**config.mk**
```make
export PLATFORM = sky130hd
export DESIGN_NAME = hub75_scan_sched
export DESIGN_NICKNAME = d
export VERILOG_FILES = /design/src/rtl/hub75_scan_sched.sv
export SDC_FILE = /design/constraint.sdc
export NUM_CORES = 1
export LEC_CHECK = 0
export ABC_AREA = 1
export CORE_MARGIN = 10
export CORE_UTILIZATION = 40
export CTS_CLUSTER_DIAMETER = 120
export DETAILED_ROUTE_END_ITERATION = 7
export SKIP_CTS_REPAIR_TIMING = 1
export SYNTH_ARGS = -nofsm -noshare
export SYNTH_HDL_FRONTEND = slang
export SYNTH_SLANG_ARGS = --single-unit
export TNS_END_PERCENT = 100
```
**constraint.sdc**
```tcl
create_clock -name clk -period 3.3 [get_ports clk]
set_input_delay 0.495 -clock clk [delete_from_list [all_inputs] [get_ports clk]]
set_output_delay 0.495 -clock clk [all_outputs]
set_load 0.02 [all_outputs]
```
**src/rtl/hub75_scan_sched.sv**
```systemverilog
// HUB75 refresh sequencer: row scan with binary-code-modulated bit planes, overlapping the
// column shift of the next (row, plane) with the display of the current one.
module hub75_scan_sched #(
    parameter int ROWS        = 32,
    parameter int PLANES      = 4,
    parameter int BASE_TICKS  = 64,
    parameter int BLANK_TICKS = 2,
    parameter int ROW_W       = $clog2(ROWS),
    parameter int PW          = (PLANES > 1) ? $clog2(PLANES) : 1
) (
    input  logic             clk,
    input  logic             reset,
    input  logic             enable,
    input  logic             shift_done,
    output logic             shift_start,
    output logic [ROW_W-1:0] shift_row,
    output logic [PW-1:0]    shift_plane,
    output logic [ROW_W-1:0] row_addr,
    output logic             LATCH,
    output logic             nOE,
    output logic             frame_done,
    output logic             busy
);
    localparam int TW = $clog2(BASE_TICKS << (PLANES - 1)) + 1;

    localparam logic [2:0] S_IDLE  = 3'd0;
    localparam logic [2:0] S_FILL  = 3'd1;
    localparam logic [2:0] S_BLANK = 3'd2;
    localparam logic [2:0] S_LATCH = 3'd3;
    localparam logic [2:0] S_SHOW  = 3'd4;
    localparam logic [2:0] S_WAIT  = 3'd5;

    logic [2:0]       state, state_nx;
    logic [TW-1:0]    timer;
    logic [PW-1:0]    disp_plane;
    logic             pending, ready, issued, first;
    logic             done_ok, tc, issue_now, last_slot;
    logic [ROW_W-1:0] nx_row;
    logic [PW-1:0]    nx_plane;

    always_comb begin
        // a done in the same cycle as our start cannot belong to that start
        done_ok   = shift_done && pending && !shift_start;
        tc        = (timer == '0);
        issue_now = first ? enable : issued;
        last_slot = (row_addr == ROW_W'(ROWS - 1)) && (disp_plane == PW'(PLANES - 1));
        nx_row    = shift_row;
        nx_plane  = shift_plane + PW'(1);
        if (shift_plane == PW'(PLANES - 1)) begin
            nx_plane = '0;
            nx_row   = (shift_row == ROW_W'(ROWS - 1)) ? '0 : shift_row + ROW_W'(1);
        end
        state_nx = state;
        case (state)
            S_IDLE:  if (enable) state_nx = S_FILL;
            S_FILL:  if (done_ok) state_nx = S_BLANK;
            S_BLANK: if (tc) state_nx = S_LATCH;
            S_LATCH: state_nx = S_SHOW;
            S_SHOW: begin
                if (tc) begin
                    if (ready || done_ok) state_nx = S_BLANK;
                    else if (issue_now)   state_nx = S_WAIT;
                    else                  state_nx = S_IDLE;
                end
            end
            S_WAIT:  if (done_ok) state_nx = S_BLANK;
            default: state_nx = S_IDLE;
        endcase
    end

    always_ff @(posedge clk or posedge reset) begin
        if (reset) begin
            state       <= S_IDLE;
            timer       <= '0;
            disp_plane  <= '0;
            pending     <= 1'b0;
            ready       <= 1'b0;
            issued      <= 1'b0;
            first       <= 1'b0;
            shift_start <= 1'b0;
            shift_row   <= '0;
            shift_plane <= '0;
            row_addr    <= '0;
            LATCH       <= 1'b0;
            nOE         <= 1'b1;
            frame_done  <= 1'b0;
            busy        <= 1'b0;
        end else begin
            state       <= state_nx;
            busy        <= (state_nx != S_IDLE);
            nOE         <= (state_nx != S_SHOW);
            LATCH       <= (state_nx == S_LATCH);
            shift_start <= 1'b0;
            frame_done  <= 1'b0;
            first       <= (state == S_LATCH);
            if (done_ok) begin
                pending <= 1'b0;
                ready   <= 1'b1;
            end
            if (state == S_IDLE && enable) begin
                shift_row   <= '0;
                shift_plane <= '0;
                shift_start <= 1'b1;
                pending     <= 1'b1;
            end
            if (state == S_SHOW && first) begin
                ready       <= 1'b0;
                shift_row   <= nx_row;
                shift_plane <= nx_plane;
                issued      <= enable;
                if (enable) begin
                    shift_start <= 1'b1;
                    pending     <= 1'b1;
                end
            end
            if (state == S_SHOW && tc && last_slot) frame_done <= 1'b1;
            // row address moves with nOE already high, a full blank window ahead of LATCH
            if (state_nx == S_BLANK && state != S_BLANK) begin
                timer      <= TW'(BLANK_TICKS - 1);
                row_addr   <= shift_row;
                disp_plane <= shift_plane;
                ready      <= 1'b0;
            end else if (state == S_LATCH) begin
                timer <= (TW'(BASE_TICKS) << disp_plane) - TW'(1);
            end else if (!tc) begin
                timer <= timer - TW'(1);
            end
        end
    end
endmodule
```
==> qor.yml <==
pin_slew_with_the_least_headroom_to_its_limit_ns: 0.446
total_number_of_placement_rows: 24
status: "finished clean"
synthToLayoutAreaGrowth_pct: 18.8
placedInstanceArea_um2: 2130
synth.net_count: 227
timing.critical_path.buf_inv: 1
min_path_cells: 2
cp_slowest_stage_delay_ns: 0.60
worst-r2r-cell-count: 10
detailed_place_hpwl_um: 2910
antenna_found_initial: 0
grt_pass1_vias: 1428
rr_startpoint: "timer[0]"
weighted_congestion_reported_at_the_end_of_routability_driven_placement: 0.847
finish.net_count: 254
destination_of_the_worst_hold_path: "issued"
layout.cell_area.non_filler_um2: 2220
timing.critical_path.slowest_stage_cell: "sky130_fd_sc_hd__clkdlybuf4s50_1"
grt_overflow_total: 0
antenna_left: 0
port_buffers: 20
ctsHtreeMaxLevel: 2
worstPathCellList: "clkdlybuf4s50_1"
first_iter_violations: 111
final-hold-violation-count: 0
final_core_utilization_pct: 49.9
vdd.ir_drop.worst_mv: 0.184
power.total_mw: 0.767
rsz_0062_raised_after_global_routing: "no"
post-route-drc-count: 0
syn-cell-area_um2: 1870
critical_path_arrival_ns: 1.39
synth.ff_latch_count: 36
reg2reg_setup_slack_ns: 1.46
gate_count_after_technology_mapping: 219
count_of_vias_placed_by_the_detailed_router: 1444
fin_setup_tns_ns: 0
crit-reg2reg-capture: "row_addr[2]"
worst_skew_pair.late_latency_ns: 0.28
grt_util_all_layers_pct: 10.7
max-cap-violations: 0
die-area_um2: 7800
die_width_um: 88.3
root_buffer: "sky130_fd_sc_hd__clkbuf_8"
worstPathMaxFanout: 1
final-max-slew-violation-count: 0
clock_tree.buffer_depth: 2
antenna_cells: 0
cts_sinks: 36
timing.critical_path.max_delay_family: "buffers and inverters"
fp.dieH_um: 88.3
first_pass_iteration_count_of_the_detailed_router: 4
cp_data_required_time_ns: 2.80
min-delay-path-class: "reg2reg"
grt_first_pass_wirelength_um: 6610
grt_max_degree: 37
vias_per_cell: 4.83
totalWireLength_um: 3840
yosys_warn_count: 0
fin_hold_ws_ns: 0.495
relSlewSlack_pct: 70.3
fillerInstances: 443
clkTransAtPathRegs_ns: 0.07
core_region_um2: 4440
ios: 21
post_synth_num_cell_types: 31
p_per_area_nw_per_um2: 345
synth-seq-area-share_pct: 48.3
synth_area_per_cell_um2: 8.53
capturing_element_type_of_the_critical_path: "output pin"
tritoncts.num_buffers: 5
fmax_mhz: 530
final_min_period_over_clock_period_pct: 57.2
post_route_cells_drive_above_1_share_pct: 14.2
period_needed_ns: 1.89
cp-start-kind: "register"
hold_start: "issued"
fin_skew_ns: 0.00284
power.static_leakage_nw: 1.12
routed_wirelength_normalized_by_instance_count_um: 12.8
setup_viol: 0
setup.worst_path.class: "reg2out"
tritoncts_clock_tree: "done"
start_util_pct: 42.0
power breakdown:
| group | leakage (nW) | total, mW | switching [mW] | internal (mW) |
|---|---|---|---|---|
| Combinational | 0.639 | 0.0129 | 0.00895 | 0.00399 |
| Sequential | 0.438 | 0.441 | 0 | 0.441 |
| Clock | 0.0455 | 0.313 | 0.142 | 0.170 |
synthesized netlist by cell type:
library cell	instances	area, µm²
sky130_fd_sc_hd__dfrtp_1	35	876
sky130_fd_sc_hd__o21ai_0	9	45.0
sky130_fd_sc_hd__xnor2_1	1	8.76
sky130_fd_sc_hd__nor4_1	1	6.26
sky130_fd_sc_hd__xor2_1	3	26.3
sky130_fd_sc_hd__inv_2	5	18.8
sky130_fd_sc_hd__nor2_1	18	67.6
sky130_fd_sc_hd__nor2_8	1	20.0
sky130_fd_sc_hd__ha_1	4	50.1
sky130_fd_sc_hd__buf_6	1	11.3
sky130_fd_sc_hd__nand3_4	1	17.5
sky130_fd_sc_hd__nand2_1	52	195
sky130_fd_sc_hd__nand2_4	3	33.8
sky130_fd_sc_hd__nand2_2	1	6.26
sky130_fd_sc_hd__nor2_2	2	12.5
sky130_fd_sc_hd__or2_2	1	6.26
sky130_fd_sc_hd__nand3_2	1	10.0
sky130_fd_sc_hd__nor3_2	1	10.0
sky130_fd_sc_hd__o21ai_1	1	5.00
sky130_fd_sc_hd__o31ai_1	1	7.51
sky130_fd_sc_hd__nor2_4	2	22.5
sky130_fd_sc_hd__a21oi_2	1	8.76
sky130_fd_sc_hd__dfstp_2	1	26.3
sky130_fd_sc_hd__o21ai_2	6	52.6
sky130_fd_sc_hd__nand4_1	3	18.8
sky130_fd_sc_hd__inv_1	32	120
sky130_fd_sc_hd__o211ai_2	1	12.5
sky130_fd_sc_hd__nand3_1	22	110
sky130_fd_sc_hd__a21oi_1	7	35.0
sky130_fd_sc_hd__nand4_4	1	21.3
sky130_fd_sc_hd__a31oi_1	1	6.26
area by class of cell:
class	count	area, µm²	share of cell area, %
Sequential cell	36	902	40.6
Multi-Input combinational cell	145	816	36.8
Timing Repair Buffer	21	208	9.36
Inverter	37	139	6.26
Clock buffer	8	90.1	4.06
Tap cell	52	65.1	2.93
layer usage:
metal  part of all wire, %  wire length, µm  track usage [%]  vias to the layer above
met5                     0                0                0                        -
met1                    44             1690             12.4                      668
met3                   4.8              183             3.95                        2
li1                      -                -                -                      749
met2                    51             1940             17.9                       25
met4                  0.63               24             3.52                        0
through the flow:
| stage | worst slack (ns) | instances |
|---|---|---|
| after detailed placement | 1.25 | 291 |
| after CTS | 1.39 | 299 |
| final | 1.41 | 299 |
| after global routing | 1.32 | 299 |
| after floorplan | 1.70 | 219 |
| after global placement | 1.30 | 291 |
worst max path at each step:
stage	from	to	cells past startpoint
after floorplan	timer[0]	row_addr[2]	10
final	nOE	nOE	1
after global placement	shift_done	timer[5]	8
after global routing	timer[0]	timer[5]	9
after CTS	nOE	nOE	1
after detailed placement	shift_done	row_addr[2]	9
cells by family (layout without fill, tap and decap cells):
kind of cell	Yosys count	count (layout)	synth area share (%)
XOR/XNOR	4	4	1.88
adder cells (fa/ha/maj)	4	4	2.68
flip-flops	36	36	48.3
AO/OA/AOI/OAI	27	27	9.24
AND/OR/NAND/NOR	110	110	29.9
buffers and inverters	38	66	8.04
cell usage in the layout, fill, tap and decap left out, types with 3 or more instances in the layout:
cell and instances:
sky130_fd_sc_hd__nand2_1 52, sky130_fd_sc_hd__dfrtp_1 35, sky130_fd_sc_hd__inv_1 32, sky130_fd_sc_hd__nand3_1 22, sky130_fd_sc_hd__clkdlybuf4s50_1 20, sky130_fd_sc_hd__nor2_1 18, sky130_fd_sc_hd__o21ai_0 9, sky130_fd_sc_hd__a21oi_1 7
sky130_fd_sc_hd__o21ai_2 6, sky130_fd_sc_hd__clkbuf_8 6, sky130_fd_sc_hd__inv_2 5, sky130_fd_sc_hd__ha_1 4, sky130_fd_sc_hd__nand2_4 3, sky130_fd_sc_hd__xor2_1 3, sky130_fd_sc_hd__nand4_1 3
state kept, by name, indices dropped and copies added (netlist names):
name         cells
pending          1
first            1
busy             1
row_addr         5
ready            1
timer           10
nOE              1
state            3
frame_done       1
issued           1
LATCH            1
shift_row        5
shift_plane      2
disp_plane       2
shift_start      1
tightest hold or removal path, cell delays in order (launching register included):
cell	delay, ns
sky130_fd_sc_hd__dfrtp_1	0.36
sky130_fd_sc_hd__nand2_1	0.06
sky130_fd_sc_hd__nand2_1	0.05
(Power assumes the default switching activity.)
